===== config.mk =====
export PLATFORM = sky130hd
export DESIGN_NAME = ram_march_tester
export DESIGN_NICKNAME = d
export VERILOG_FILES = /design/src/rtl/ram_test_pkg.sv /design/src/rtl/march_addr_seq.sv /design/src/rtl/ram_march_tester.sv
export SDC_FILE = /design/constraint.sdc
export NUM_CORES = 1
export LEC_CHECK = 0
export BUFFER_PORTS_ARGS = -buffer_cell sky130_fd_sc_hd__clkbuf_2
export CORE_MARGIN = 2
export CORE_UTILIZATION = 35
export CTS_BUF_LIST = sky130_fd_sc_hd__clkbuf_4 sky130_fd_sc_hd__clkbuf_8
export DETAILED_ROUTE_END_ITERATION = 7
export GPL_TIMING_DRIVEN = 0
export SETUP_SLACK_MARGIN = 0.5
export SYNTH_ARGS = -nofsm -noshare
export SYNTH_HDL_FRONTEND = slang
export SYNTH_SLANG_ARGS = --single-unit

===== constraint.sdc =====
create_clock -name clk -period 3.75 [get_ports clk]
set_input_delay 0.375 -clock clk [delete_from_list [all_inputs] [get_ports clk]]
set_output_delay 0.375 -clock clk [all_outputs]
set_load 0.005 [all_outputs]

===== src/rtl/ram_test_pkg.sv =====
// Shared types and March C- element tables for the RAM self-test initiator.
// Bit i of each table describes march element Mi.
package ram_test_pkg;

  typedef enum logic [1:0] {
    IDLE = 2'd0,
    WR   = 2'd1,
    RD   = 2'd2,
    FIN  = 2'd3
  } state_t;

  localparam int NUM_ELEM = 6;

  // M0 ^w0, M1 ^r0w1, M2 ^r1w0, M3 vr0w1, M4 vr1w0, M5 ^r0
  localparam logic [NUM_ELEM-1:0] ELEM_DOWN      = 6'b011000;
  localparam logic [NUM_ELEM-1:0] ELEM_HAS_READ  = 6'b111110;
  localparam logic [NUM_ELEM-1:0] ELEM_EXP_ONE   = 6'b010100;
  localparam logic [NUM_ELEM-1:0] ELEM_WR_ONE    = 6'b001010;
  localparam logic [NUM_ELEM-1:0] ELEM_HAS_WRITE = 6'b011111;

  // Looks up an element's table bit; out-of-range elements read as 0.
  function automatic logic elem_flag(input logic [NUM_ELEM-1:0] tbl, input logic [2:0] elem);
    logic flag;
    flag = 1'b0;
    for (int i = 0; i < NUM_ELEM; i++) begin
      if (elem == 3'(i)) flag = tbl[i];
    end
    return flag;
  endfunction

endpackage


===== src/rtl/march_addr_seq.sv =====
// Up/down address counter for one march element, loadable to 0 or to the
// top address, with a terminal-count flag that follows the direction.
module march_addr_seq #(
  parameter int ADDR_W = 4
) (
  input  logic              clk,
  input  logic              reset,
  input  logic              load,
  input  logic              load_max,
  input  logic              en,
  input  logic              down,
  output logic [ADDR_W-1:0] addr,
  output logic              tc
);

  localparam logic [ADDR_W-1:0] ADDR_MAX = {ADDR_W{1'b1}};
  localparam logic [ADDR_W-1:0] ADDR_ONE = {{(ADDR_W-1){1'b0}}, 1'b1};

  // Address register: load takes priority over stepping.
  always_ff @(posedge clk or negedge reset) begin
    if (!reset) begin
      addr <= '0;
    end else if (load) begin
      addr <= load_max ? ADDR_MAX : '0;
    end else if (en) begin
      addr <= down ? (addr - ADDR_ONE) : (addr + ADDR_ONE);
    end else begin
      addr <= addr;
    end
  end

  assign tc = down ? (addr == '0) : (addr == ADDR_MAX);

endmodule


===== src/rtl/ram_march_tester.sv =====
// March C- built-in self-test initiator: sequences the RAM port through six
// march elements, compares every read and records pass/fail and first failure.
module ram_march_tester
  import ram_test_pkg::*;
#(
  parameter int ADDR_W = 4,
  parameter int DATA_W = 4
) (
  input  logic              clk,
  input  logic              reset,
  input  logic              start,
  output logic              busy,
  output logic              done,
  output logic              pass,
  output logic [7:0]        err_count,
  output logic [ADDR_W-1:0] fail_addr,
  output logic [DATA_W-1:0] fail_data,
  output logic [2:0]        fail_elem,
  output logic [ADDR_W-1:0] ram_addr,
  output logic [DATA_W-1:0] ram_data_in,
  output logic              ram_we,
  output logic              ram_re,
  input  logic [DATA_W-1:0] ram_data_out
);

  localparam logic [DATA_W-1:0] WORD_ONES = {DATA_W{1'b1}};
  localparam logic [DATA_W-1:0] WORD_ZERO = {DATA_W{1'b0}};
  localparam logic [7:0]        ERR_MAX   = 8'd255;

  state_t            state;
  state_t            state_nxt;
  logic [2:0]        elem;
  logic [2:0]        elem_nxt;
  logic [2:0]        elem_inc;
  logic              seq_load;
  logic              seq_load_max;
  logic              seq_en;
  logic              seq_down;
  logic              seq_tc;
  logic [ADDR_W-1:0] seq_addr;
  logic              start_acc;
  logic              to_fin;
  logic              mismatch;
  logic [DATA_W-1:0] exp_word;
  logic [DATA_W-1:0] wr_word;
  logic [7:0]        err_nxt;

  assign elem_inc = elem + 3'd1;
  assign seq_down = elem_flag(ELEM_DOWN, elem);
  assign exp_word = elem_flag(ELEM_EXP_ONE, elem) ? WORD_ONES : WORD_ZERO;
  assign wr_word  = elem_flag(ELEM_WR_ONE, elem) ? WORD_ONES : WORD_ZERO;
  assign mismatch = (state == RD) && (ram_data_out != exp_word);
  assign err_nxt  = (mismatch && (err_count != ERR_MAX)) ? (err_count + 8'd1) : err_count;

  march_addr_seq #(
    .ADDR_W(ADDR_W)
  ) u_addr_seq (
    .clk     (clk),
    .reset   (reset),
    .load    (seq_load),
    .load_max(seq_load_max),
    .en      (seq_en),
    .down    (seq_down),
    .addr    (seq_addr),
    .tc      (seq_tc)
  );

  // State and element registers.
  always_ff @(posedge clk or negedge reset) begin
    if (!reset) begin
      state <= IDLE;
      elem  <= 3'd0;
    end else begin
      state <= state_nxt;
      elem  <= elem_nxt;
    end
  end

  // Next-state logic and address-counter control.
  always_comb begin
    state_nxt    = state;
    elem_nxt     = elem;
    seq_load     = 1'b0;
    seq_load_max = 1'b0;
    seq_en       = 1'b0;
    start_acc    = 1'b0;
    to_fin       = 1'b0;
    case (state)
      IDLE: begin
        if (start) begin
          start_acc = 1'b1;
          state_nxt = WR;
          elem_nxt  = 3'd0;
          seq_load  = 1'b1;
        end else begin
          state_nxt = IDLE;
        end
      end
      WR: begin
        // Last address of the element: reload for the next element.
        if (seq_tc) begin
          elem_nxt     = elem_inc;
          seq_load     = 1'b1;
          seq_load_max = elem_flag(ELEM_DOWN, elem_inc);
          state_nxt    = elem_flag(ELEM_HAS_READ, elem_inc) ? RD : WR;
        end else begin
          seq_en    = 1'b1;
          state_nxt = elem_flag(ELEM_HAS_READ, elem) ? RD : WR;
        end
      end
      RD: begin
        if (elem_flag(ELEM_HAS_WRITE, elem)) begin
          state_nxt = WR;
        end else if (seq_tc) begin
          state_nxt = FIN;
          to_fin    = 1'b1;
        end else begin
          seq_en    = 1'b1;
          state_nxt = RD;
        end
      end
      FIN: begin
        state_nxt = IDLE;
      end
      default: begin
        state_nxt = IDLE;
      end
    endcase
  end

  // Result registers: cleared on an accepted start, updated on read compares.
  always_ff @(posedge clk or negedge reset) begin
    if (!reset) begin
      pass      <= 1'b0;
      err_count <= 8'd0;
      fail_addr <= '0;
      fail_data <= '0;
      fail_elem <= 3'd0;
    end else if (start_acc) begin
      pass      <= 1'b0;
      err_count <= 8'd0;
      fail_addr <= '0;
      fail_data <= '0;
      fail_elem <= 3'd0;
    end else begin
      err_count <= err_nxt;
      if (mismatch && (err_count == 8'd0)) begin
        fail_addr <= seq_addr;
        fail_data <= ram_data_out;
        fail_elem <= elem;
      end
      if (to_fin) begin
        pass <= (err_nxt == 8'd0);
      end
    end
  end

  assign busy        = (state == WR) || (state == RD);
  assign done        = (state == FIN);
  assign ram_we      = (state == WR);
  assign ram_re      = (state == RD);
  assign ram_addr    = busy ? seq_addr : '0;
  assign ram_data_in = ram_we ? wr_word : WORD_ZERO;

endmodule


# Yosys cells after proc, flatten, opt, wreduce, memory -nomap -nowiden
# Cells that the tools add are included.
# Widths: inputs -> output; s select.
# totals
reg_bits	29
input_bits	7
output_inout_bits	32
word_cells	119
# op_classes
addsub	4
eq_ne	18
muxes	75
reduce_logical	14
# ops
operator	count
$mux 1	49
$mux 4	12
$logic_not 8->1	2
$mux 8	2
$eq 3x2->1 const B	4
$eq 3x3->1 const B	4
$mux 3	4
$add 8x1->8 const B	1
$mux 2	4
$ne 8x8->1 const B	1
$pmux 2 s4	1
$reduce_bool 2->1	4
$eq 3x1->1 const B	2
$pmux 3 s2	1
$add 4x1->4 const B	1
$eq 2x2->1 const B	2
$eq 4x4->1 const B	1
$logic_not 4->1	1
$ne 4x4->1	1
$pmux 1 s2	2
$sub 4x1->4 const B	1
$add 3x1->3 const B	1
$logic_and 1x1->1	3
$logic_not 3->1	1
other kinds (6)	6

# Depth between registers and ports, before layout
# Gate-level depths: netlist of run 1.
# depth
depth_word	13
depth_mapped	12
depth_no_buf	12

# Modules after synthesis
# From an unflattened synthesis of run 1, not the netlist that was laid out.
# unflattened
cells_unflattened	232
area_unflattened_um2	2130.8
# modules_own_cells
mod	instances	cells_each	area_per_inst_um2	seq_area_each_um2
ram_march_tester	1	194	1781.7	625.6
march_addr_seq	1	38	349.1	100.1

# Worst setup path after synthesis of run 1
# No wires, ideal clock.
# synth_timing
path_kind	reg-to-reg
startpoint	reg elem[1]
endpoint	reg pass
setup_ps	92
arrival_time_ps	2572
required_ps	3658
path_slack_ps	1086
stages_incl_launch_ff	9
n_path_buf	0
synth_period_minus_slack_ps	2664
cell_sequence	dfrtp_1 inv_1 ha_1 and3b_4 or3_4 and2_2 nor4b_1 mux2_2 o31ai_2
# synth_via
elab_chain_len	13
elab_cells_between_ends	33
cone_classes	eq/ne (6); mux (22); reduce/logical (5)
# synth_rtl
item	line_no	text
from (decl)	ram_march_tester.sv:32	logic [2:0] elem;
from (signal assigned)	ram_march_tester.sv:75	elem <= elem_nxt;
$eq 3x2->1	ram_test_pkg.sv:26	if (elem == 3'(i)) flag = tbl[i];
$mux 1 (4 in series)	ram_test_pkg.sv:26	
$mux 4	ram_march_tester.sv:50	assign exp_word = elem_flag(ELEM_EXP_ONE, elem) ? WORD_ONES : WORD_ZERO;
$ne 4x4->1	ram_march_tester.sv:52	assign mismatch = (state == RD) && (ram_data_out != exp_word);
$logic_and 1x1->1	ram_march_tester.sv:52	
$logic_and 1x1->1	ram_march_tester.sv:53	assign err_nxt = (mismatch && (err_count != ERR_MAX)) ? (err_count + 8'd1) : err_count;
$mux 8	ram_march_tester.sv:53	
$logic_not 8->1	ram_march_tester.sv:153	pass <= (err_nxt == 8'd0);
$mux 1	ram_march_tester.sv:152	if (to_fin) begin
$mux 1	ram_march_tester.sv:139	end else if (start_acc) begin
to (signal assigned)	ram_march_tester.sv:153	
to (decl)	ram_march_tester.sv:14	output logic pass,
# Several ways; a longest one is shown, not always the timed one. The select of a mux whose other input is x is not followed.
# A chain may end at the register's enable or synchronous reset.

# Final worst setup path of run 1
# layout_timing
startpoint	reg elem[2]
endpoint	reg pass
# Same word-level chain as after synthesis.

==> results of run 1 <==
kinds of logic (layout without fill, tap and decap cells):
kind of cell	Yosys count	in the layout	synth area share, %
adder cells (fa/ha/maj)	15	15	9.87
buffers and inverters	28	74	6.01
XOR/XNOR	8	8	3.54
AND/OR/NAND/NOR	79	79	20.5
flip-flops	29	29	36.7
AO/OA/AOI/OAI	38	38	14.7
multiplexers	17	17	8.67
cell usage in the layout, fill, tap and decap left out, types with 6 or more instances in the layout:
master,count
sky130_fd_sc_hd__inv_1,16
sky130_fd_sc_hd__and2_1,7
sky130_fd_sc_hd__a21oi_1,8
sky130_fd_sc_hd__clkbuf_1,7
sky130_fd_sc_hd__mux2i_1,16
sky130_fd_sc_hd__nand4_1,6
sky130_fd_sc_hd__ha_1,14
sky130_fd_sc_hd__dfrtp_1,29
sky130_fd_sc_hd__nor2_1,29
sky130_fd_sc_hd__clkbuf_2,38
sky130_fd_sc_hd__nand2_1,12
metal layers:
layer / vias up / GRT usage [%] / routed length, um
met5: - / 0 / 0
met4: 0 / 4.66 / 61
met3: 6 / 2.39 / 165
met2: 37 / 26.5 / 2220
met1: 823 / 22.3 / 2210
li1: 842 / - / -
layout make-up:
| class | instances | area, um2 |
|---|---|---|
| fillers | 586 | 3120 |
| multi-input cells | 157 | 1140 |
| flip-flops and latches | 29 | 726 |
| repair buffers | 38 | 190 |
| inverters | 16 | 60.1 |
| well taps | 72 | 90.1 |
| clock buffers | 6 | 76.3 |
| plain buffers | 12 | 58.8 |
| clock inverters | 2 | 10.0 |
worst reg2reg max path, delay by kind of cell, from the launching register on:
family / cells / cell delay (ps)
AO/OA/AOI/OAI: 2 / 400
adder cells (fa/ha/maj): 1 / 280
buffers and inverters: 2 / 480
flip-flops: 1 / 360
multiplexers: 1 / 390
AND/OR/NAND/NOR: 3 / 930
registers in the layout, indices dropped and copies added, names as in the netlist:
signal,flops
elem,3
err_count,8
fail_addr,4
fail_data,4
fail_elem,3
pass,1
state,2
u_addr_seq.addr,4
through the flow:
stage | util (%) | area [um2]
after global routing | 43.0 | 2350
after CTS | 42.8 | 2340
after global placement | 41.3 | 2260
after floorplan | - | 1980
final | 43.0 | 2350
after detailed placement | 41.3 | 2260
power breakdown:
part / leakage (nW) / internal [mW] / switching [mW] / total (mW)
Clock: 0.0484 / 0.136 / 0.122 / 0.258
Combinational: 0.698 / 0.135 / 0.155 / 0.290
Sequential: 0.361 / 0.394 / 0.0727 / 0.466
Total: 1.11 / 0.665 / 0.350 / 1.01
final timing paths:
path	slack, ps	startpoint	to	cells after the start
setup / recovery	840	elem[2]	pass	9
hold / removal	160	reset	elem[0]	1
setup reg to reg	840	elem[2]	pass	9
hold reg to reg	520	fail_addr[2]	fail_addr[2]	2
max in group asynchronous	3100	reset	u_addr_seq.addr[0]	1
min in group clk	390	ram_data_out[3]	fail_data[3]	3
repair_timing:
item | CTS | global route
hold buffers | 0 | 0
setup buffers | 0 | 0
endpoints found under the hold margin | 0 | 0
endpoints found under the setup margin | 0 | 1
gates resized for setup | 0 | 1
==> report_table.html, run 1 <==
<table>
<tr><th>Metric</th><th>Value</th></tr>
<tr><th colspan="2">Run status</th></tr>
<tr><td>Run status</td><td>completed</td></tr>
<tr><th colspan="2">Min path</th></tr>
<tr><td>Kind of path behind the tightest hold check</td><td>in2async</td></tr>
<tr><th colspan="2">Floorplan</th></tr>
<tr><td>Core area</td><td>5470 um2</td></tr>
<tr><td>Boundary pin count</td><td>39</td></tr>
<tr><td>Overall die area</td><td>6270 um2</td></tr>
<tr><td>Die X-Extent</td><td>79.2 um</td></tr>
<tr><td>Die Span Y</td><td>79.2 um</td></tr>
<tr><td>Initial core utilization</td><td>36.1%</td></tr>
<tr><td>Number of core rows</td><td>27</td></tr>
<tr><th colspan="2">Power</th></tr>
<tr><td>Pwr Density</td><td>431 nW/um2</td></tr>
<tr><td>Overall power consumption</td><td>1.01 mW</td></tr>
<tr><td>Static leakage</td><td>1.11 nW</td></tr>
<tr><td>Worst ir drop on vdd</td><td>0.000315 V</td></tr>
<tr><th colspan="2">Synthesis</th></tr>
<tr><td>Fraction of registers with async set/reset</td><td>100%</td></tr>
<tr><td>Yosys reg bits</td><td>29</td></tr>
<tr><td>Top cell type by total area after synthesis</td><td>sky130_fd_sc_hd__dfrtp_1</td></tr>
<tr><td>Gate Count Post-Synth</td><td>214</td></tr>
<tr><td>Total of warnings raised by yosys</td><td>0</td></tr>
<tr><td>Post-synth EDFFs</td><td>0</td></tr>
<tr><td>Predominant post-synthesis flop cell</td><td>sky130_fd_sc_hd__dfrtp_1</td></tr>
<tr><td>Part of the Yosys area used for sequential elements</td><td>36.7%</td></tr>
<tr><td>Most instantiated cells after synthesis</td><td>29 x sky130_fd_sc_hd__dfrtp_1, 29 x sky130_fd_sc_hd__nor2_1, 16 x sky130_fd_sc_hd__inv_1, 16 x sky130_fd_sc_hd__mux2i_1, 14 x sky130_fd_sc_hd__ha_1</td></tr>
<tr><td>Library cells used by synthesis</td><td>47</td></tr>
<tr><td>Nets in the synthesized netlist</td><td>236</td></tr>
<tr><td>Largest cells by area after synthesis</td><td>sky130_fd_sc_hd__dfrtp_1 37%, sky130_fd_sc_hd__ha_1 8.9%, sky130_fd_sc_hd__mux2i_1 8.1%</td></tr>
<tr><td>Syn Area/Cell</td><td>9.24 um2</td></tr>
<tr><td>Synth Cell Area</td><td>1980 um2</td></tr>
<tr><td>Post-synth top area share</td><td>36.7%</td></tr>
<tr><th colspan="2">Clock network</th></tr>
<tr><td>Clock latency on the worst-skew pair</td><td>280 ps</td></tr>
<tr><td>TritonCTS clock tree</td><td>built</td></tr>
<tr><td>Clock Pin Slew Worst Setup and Hold Paths</td><td>70 ps</td></tr>
<tr><td>Sinks on the clock net</td><td>29</td></tr>
<tr><td>H-tree Lvls</td><td>2</td></tr>
<tr><td>Number of buffers added by the clock tree synthesis step</td><td>5</td></tr>
<tr><td>Master cell of the clock root buffer</td><td>sky130_fd_sc_hd__clkbuf_8</td></tr>
<tr><td>Max clock buf depth</td><td>2</td></tr>
<tr><th colspan="2">Setup path</th></tr>
<tr><td>Type of element capturing the critical path</td><td>flip-flop</td></tr>
<tr><td>Type of element launching the critical path</td><td>flip-flop</td></tr>
<tr><td>Critical Path Max Stage Delay</td><td>390 ps</td></tr>
<tr><td>Data required time of the worst path</td><td>3940 ps</td></tr>
<tr><td>Category of cells accounting for the largest share of critical-path delay</td><td>simple AND/OR/NAND/NOR gates</td></tr>
<tr><td>Worst Path Buf+Inv</td><td>2</td></tr>
<tr><td>Slowest stage cell on the critical path</td><td>sky130_fd_sc_hd__mux2_2</td></tr>
<tr><td>Worst-path fanout max</td><td>10</td></tr>
<tr><td>Category of the critical setup timing path</td><td>reg2reg</td></tr>
<tr><td>CP cell instances</td><td>clkbuf_1 -&gt; inv_1 -&gt; ha_1 -&gt; nor3b_1 -&gt; o211ai_1 -&gt; and2_2 -&gt; nor4b_2 -&gt; mux2_2 -&gt; o31ai_2</td></tr>
<tr><td>Arrival time reported for the critical path endpoint</td><td>3100 ps</td></tr>
<tr><th colspan="2">Layout</th></tr>
<tr><td>Fraction of final layout cells with drive strength greater than 1</td><td>22.7%</td></tr>
<tr><td>Final Non-Filler Cells</td><td>332</td></tr>
<tr><td>Diodes inserted</td><td>0</td></tr>
<tr><td>Number of nets in the layout</td><td>281</td></tr>
<tr><td>Layout-stage area growth over the synthesis result</td><td>18.8%</td></tr>
<tr><th colspan="2">STA</th></tr>
<tr><td>Final setup TNS</td><td>0 ps</td></tr>
<tr><td>Setup Skew</td><td>7.31 ps</td></tr>
<tr><td>Max Clock Freq</td><td>0.343 GHz</td></tr>
<tr><td>Final worst slack</td><td>837 ps</td></tr>
<tr><td>Number of slew-limit violations in the final report</td><td>0</td></tr>
<tr><td>Number of hold violations in the final report</td><td>0</td></tr>
<tr><td>Slew Limit Headroom</td><td>48.7%</td></tr>
<tr><td>Final setup viols</td><td>0</td></tr>
<tr><td>Post-Route Hold Slack</td><td>158 ps</td></tr>
<tr><td>Fin crit share</td><td>77.7%</td></tr>
<tr><td>Setup repair after global routing missed its margin</td><td>no</td></tr>
<tr><td>Pin slew with the least headroom to its limit</td><td>770 ps</td></tr>
<tr><td>Time the worst path needs with I/O delays and setup</td><td>2910 ps</td></tr>
<tr><th colspan="2">Routing</th></tr>
<tr><td>Count of unresolved DRC violations after routing</td><td>0</td></tr>
<tr><td>Via count</td><td>1708</td></tr>
<tr><td>Violation count after the first detailed-routing iteration</td><td>101</td></tr>
<tr><td>Number of detailed-route iterations in the first pass</td><td>4</td></tr>
<tr><td>Remaining antenna violation count</td><td>0</td></tr>
<tr><td>Routed wirelength normalized by instance count</td><td>14.0 um</td></tr>
<tr><td>Via density</td><td>5.14</td></tr>
<tr><td>Total wire length after detailed routing</td><td>4660 um</td></tr>
<tr><th colspan="2">Place</th></tr>
<tr><td>Buffers on Ports</td><td>38</td></tr>
<tr><td>Detailed-placement wirelength estimate</td><td>3490 um</td></tr>
<tr><td>Placed cell count</td><td>324</td></tr>
<tr><td>Setup slack at placement</td><td>696 ps</td></tr>
<tr><td>Placer Congestion</td><td>0.802</td></tr>
<tr><th colspan="2">Global route</th></tr>
<tr><td>Global-route usage over all layers</td><td>16.2%</td></tr>
<tr><td>Initial antenna violation count</td><td>0</td></tr>
<tr><td>GRT Residual Overflow</td><td>0</td></tr>
<tr><td>First-pass GRT wire length</td><td>8050 um</td></tr>
<tr><td>Via count of the first global-routing pass</td><td>1643</td></tr>
<tr><td>Pin count of the biggest net entering global routing</td><td>30</td></tr>
<tr><th colspan="2">Flow run</th></tr>
<tr><td>Count of maximum capacitance violations</td><td>0</td></tr>
</table>
Note: power is estimated with default switching activity, not from simulation.
==> run 2: changes to the inputs <==
==> constraint.sdc (replaced) <==
create_clock -name clk -period 2.8 [get_ports clk]
set_input_delay 0.28 -clock clk [delete_from_list [all_inputs] [get_ports clk]]
set_output_delay 0.28 -clock clk [all_outputs]
set_load 0.005 [all_outputs]
==> run 2 against run 1 <==
Total power increased by 35%; clock skew up 0.55 ps; via count up 1.0%; non-clock buffer count increased by 10; critical endpoint unchanged; largest cell class unchanged.
==> report_table.html, run 2 (synthesis gave the netlist of run 1 again) <==
<table>
<tr><th>Metric</th><th>Value</th></tr>
<tr><th colspan="2">STA</th></tr>
<tr><td>Number of slew-limit violations in the final report</td><td>0 (unchanged)</td></tr>
<tr><td>Post-Route Hold Slack</td><td>62.0 ps (-96.3 ps)</td></tr>
<tr><td>Final setup TNS</td><td>0 ps (unchanged)</td></tr>
<tr><td>Number of hold violations in the final report</td><td>0 (unchanged)</td></tr>
<tr><td>Setup repair after global routing missed its margin</td><td>yes</td></tr>
<tr><td>Slew Limit Headroom</td><td>51.1% (+2.4 points)</td></tr>
<tr><td>Setup Skew</td><td>7.86 ps (+0.549 ps)</td></tr>
<tr><td>Fin crit share</td><td>85.7% (+8.0 points)</td></tr>
<tr><td>Pin slew with the least headroom to its limit</td><td>734 ps (-35.6 ps)</td></tr>
<tr><td>Final setup viols</td><td>0 (unchanged)</td></tr>
<tr><td>Max Clock Freq</td><td>0.417 GHz (+21%)</td></tr>
<tr><td>Time the worst path needs with I/O delays and setup</td><td>2400 ps (-513 ps)</td></tr>
<tr><th colspan="2">Setup path</th></tr>
<tr><td>Destination of the worst register-to-register timing path</td><td>pass</td></tr>
<tr><td>Category of cells accounting for the largest share of critical-path delay</td><td>simple AND/OR/NAND/NOR gates</td></tr>
<tr><td>R2R setup slack</td><td>400 ps (-440 ps)</td></tr>
<tr><td>Critical Path Max Stage Delay</td><td>470 ps (+80 ps)</td></tr>
<tr><td>Worst-path fanout max</td><td>5 (-5)</td></tr>
<tr><td>Data required time of the worst path</td><td>2980 ps (-960 ps)</td></tr>
<tr><td>Arrival time reported for the critical path endpoint</td><td>2580 ps (-520 ps)</td></tr>
<tr><td>Total number of cells along the worst setup path</td><td>8 (-1)</td></tr>
<tr><td>Slowest stage cell on the critical path</td><td>sky130_fd_sc_hd__dfrtp_2</td></tr>
<tr><td>Startpoint of the most critical register-to-register path</td><td>elem[1]</td></tr>
<tr><td>Reg2reg path depth</td><td>8 (-1)</td></tr>
<tr><td>CP cell instances</td><td>inv_4 -&gt; ha_4 -&gt; and3b_4 -&gt; or3_4 -&gt; and2_4 -&gt; nor4b_4 -&gt; mux2_4 -&gt; o31ai_2</td></tr>
<tr><td>Worst Path Buf+Inv</td><td>1 (-1)</td></tr>
<tr><td>Category of the critical setup timing path</td><td>reg2reg</td></tr>
<tr><td>Type of element launching the critical path</td><td>flip-flop</td></tr>
<tr><td>Type of element capturing the critical path</td><td>flip-flop</td></tr>
<tr><th colspan="2">Floorplan</th></tr>
<tr><td>Core area</td><td>5470 um2 (unchanged)</td></tr>
<tr><td>Boundary pin count</td><td>39 (unchanged)</td></tr>
<tr><td>Overall die area</td><td>6270 um2 (unchanged)</td></tr>
<tr><td>Number of core rows</td><td>27 (unchanged)</td></tr>
<tr><td>Initial core utilization</td><td>36.1% (unchanged)</td></tr>
<tr><td>Die X-Extent</td><td>79.2 um (unchanged)</td></tr>
<tr><td>Die Span Y</td><td>79.2 um (unchanged)</td></tr>
<tr><th colspan="2">Run status</th></tr>
<tr><td>Run status</td><td>completed</td></tr>
<tr><th colspan="2">Clock network</th></tr>
<tr><td>TritonCTS clock tree</td><td>built</td></tr>
<tr><td>Number of buffers added by the clock tree synthesis step</td><td>5 (unchanged)</td></tr>
<tr><td>Clock Pin Slew Worst Setup and Hold Paths</td><td>60 ps (about the same)</td></tr>
<tr><td>Sinks on the clock net</td><td>29 (unchanged)</td></tr>
<tr><td>Max clock buf depth</td><td>2 (unchanged)</td></tr>
<tr><td>Master cell of the clock root buffer</td><td>sky130_fd_sc_hd__clkbuf_8</td></tr>
<tr><td>Clock latency on the worst-skew pair</td><td>270 ps (about the same)</td></tr>
<tr><td>H-tree Lvls</td><td>2 (unchanged)</td></tr>
<tr><th colspan="2">Routing</th></tr>
<tr><td>Total wire length after detailed routing</td><td>4870 um (+4.5%)</td></tr>
<tr><td>Via density</td><td>5.04 (-2.0%)</td></tr>
<tr><td>Routed wirelength normalized by instance count</td><td>14.2 um (+1.5%)</td></tr>
<tr><td>Count of unresolved DRC violations after routing</td><td>0 (unchanged)</td></tr>
<tr><td>Violation count after the first detailed-routing iteration</td><td>117 (+16%)</td></tr>
<tr><td>Number of detailed-route iterations in the first pass</td><td>4 (unchanged)</td></tr>
<tr><td>Remaining antenna violation count</td><td>0 (unchanged)</td></tr>
<tr><td>Via count</td><td>1725 (+1.0%)</td></tr>
<tr><th colspan="2">Global route</th></tr>
<tr><td>First-pass GRT wire length</td><td>8120 um (+0.94%)</td></tr>
<tr><td>GRT Residual Overflow</td><td>0 (unchanged)</td></tr>
<tr><td>Global-route usage over all layers</td><td>16.3% (+0.085 points)</td></tr>
<tr><td>Initial antenna violation count</td><td>0 (unchanged)</td></tr>
<tr><td>Pin count of the biggest net entering global routing</td><td>30 (unchanged)</td></tr>
<tr><td>Via count of the first global-routing pass</td><td>1640 (-0.18%)</td></tr>
<tr><th colspan="2">Layout</th></tr>
<tr><td>Number of nets in the layout</td><td>291 (+3.6%)</td></tr>
<tr><td>Final Cell Area</td><td>2640 um2 (+12%)</td></tr>
<tr><td>Flip-flop count of the largest register after layout</td><td>8 (unchanged)</td></tr>
<tr><td>Fraction of final layout cells with drive strength greater than 1</td><td>37.4% (+15 points)</td></tr>
<tr><td>Finished Core Util</td><td>48.2% (+5.2 points)</td></tr>
<tr><td>Diodes inserted</td><td>0 (unchanged)</td></tr>
<tr><td>Most frequent standard cell in the layout excluding fill and tap cells</td><td>sky130_fd_sc_hd__clkbuf_2</td></tr>
<tr><td>Register with the most flip-flops</td><td>err_count</td></tr>
<tr><td>Most frequent cells in the layout</td><td>40 x sky130_fd_sc_hd__clkbuf_2, 27 x sky130_fd_sc_hd__nor2_1, 27 x sky130_fd_sc_hd__dfrtp_1, 16 x sky130_fd_sc_hd__mux2i_1, 15 x sky130_fd_sc_hd__buf_4</td></tr>
<tr><td>Layout-stage area growth over the synthesis result</td><td>33.3%</td></tr>
<tr><th colspan="2">Min path</th></tr>
<tr><td>Kind of path behind the tightest hold check</td><td>in2async</td></tr>
<tr><th colspan="2">Place</th></tr>
<tr><td>Placement Cell Area</td><td>2330 um2 (+3.2%)</td></tr>
<tr><td>Buffers on Ports</td><td>38 (unchanged)</td></tr>
<tr><td>Detailed-placement wirelength estimate</td><td>3400 um (-2.7%)</td></tr>
<tr><td>Placer Congestion</td><td>0.849 (+5.9%)</td></tr>
<tr><th colspan="2">Power</th></tr>
<tr><td>Worst ir drop on vdd</td><td>0.000461 V (+46%)</td></tr>
<tr><td>Pwr Density</td><td>520 nW/um2 (+21%)</td></tr>
<tr><td>Static leakage</td><td>1.21 nW (+9.5%)</td></tr>
<tr><th colspan="2">Flow run</th></tr>
<tr><td>Count of maximum capacitance violations</td><td>0 (unchanged)</td></tr>
</table>
==> run 2: cell count changes in the layout (fill, tap and decap cells not counted), sizes merged <==
cell	previous run	this run
clkbuf	51	52
buf	5	16
clkinv	2	0
==> run 2: where the power goes <==
group	internal (mW)	switching, mW	leakage, nW
logic	0.184	0.207	0.804
registers	0.528	0.0993	0.359
clock network	0.205	0.149	0.0498
total	0.916	0.455	1.21
==> run 2: timing repair <==
item / in CTS / in global routing
endpoints found under the hold margin: 0 / 0
setup buffers: 7 / 2
pin swaps: 6 / 6
resized for setup: 19 / 18
endpoints found under the setup margin: 15 / 21
hold buffers: 0 / 0
cloned: 1 / 0
==> run 2: stage by stage <==
stage | total power [mW] | worst slack [ps] | instances
6_report | 1.37 | 400 | 342
5_1_grt | 1.47 | 302 | 342
4_1_cts | 1.39 | 401 | 340
3_5_place_dp | 1.03 | 236 | 324
3_3_place_gp | 1.02 | 266 | 324
2_1_floorplan | 0.848 | 463 | 214
==> run 2: layout make-up <==
type	count	area (um2)
Fill cell	529	2840
Multi-Input combinational cell	157	1330
Sequential cell	29	728
Timing Repair Buffer	48	265
Clock buffer	8	91.3
Tap cell	72	90.1
Buffer	12	73.8
Inverter	16	62.6
==> run 2: routing by layer <==
layer  global-route usage (%)  share of wire [%]
met5                        0                  0
met1                     22.7                 47
met4                     3.10               0.58
met3                     2.84                3.7
met2                     26.8                 48
==> run 2: worst max-delay path by stage <==
stage / slack (ps) / startpoint / to
after floorplan: 460 / elem[1] / pass
after global placement: 270 / elem[1] / pass
after detailed placement: 240 / elem[1] / pass
after CTS: 400 / elem[0] / pass
after global routing: 300 / elem[1] / pass
final: 400 / elem[1] / pass
==> run 2: worst register-to-register path: cells and delay by family, from the launching register on <==
| family | cells | cell delay [ps] |
|---|---|---|
| compound gates | 1 | 200 |
| mux | 1 | 330 |
| flops | 1 | 470 |
| buf+inv | 1 | 110 |
| simple gates | 4 | 1060 |
| fa+ha+maj | 1 | 140 |
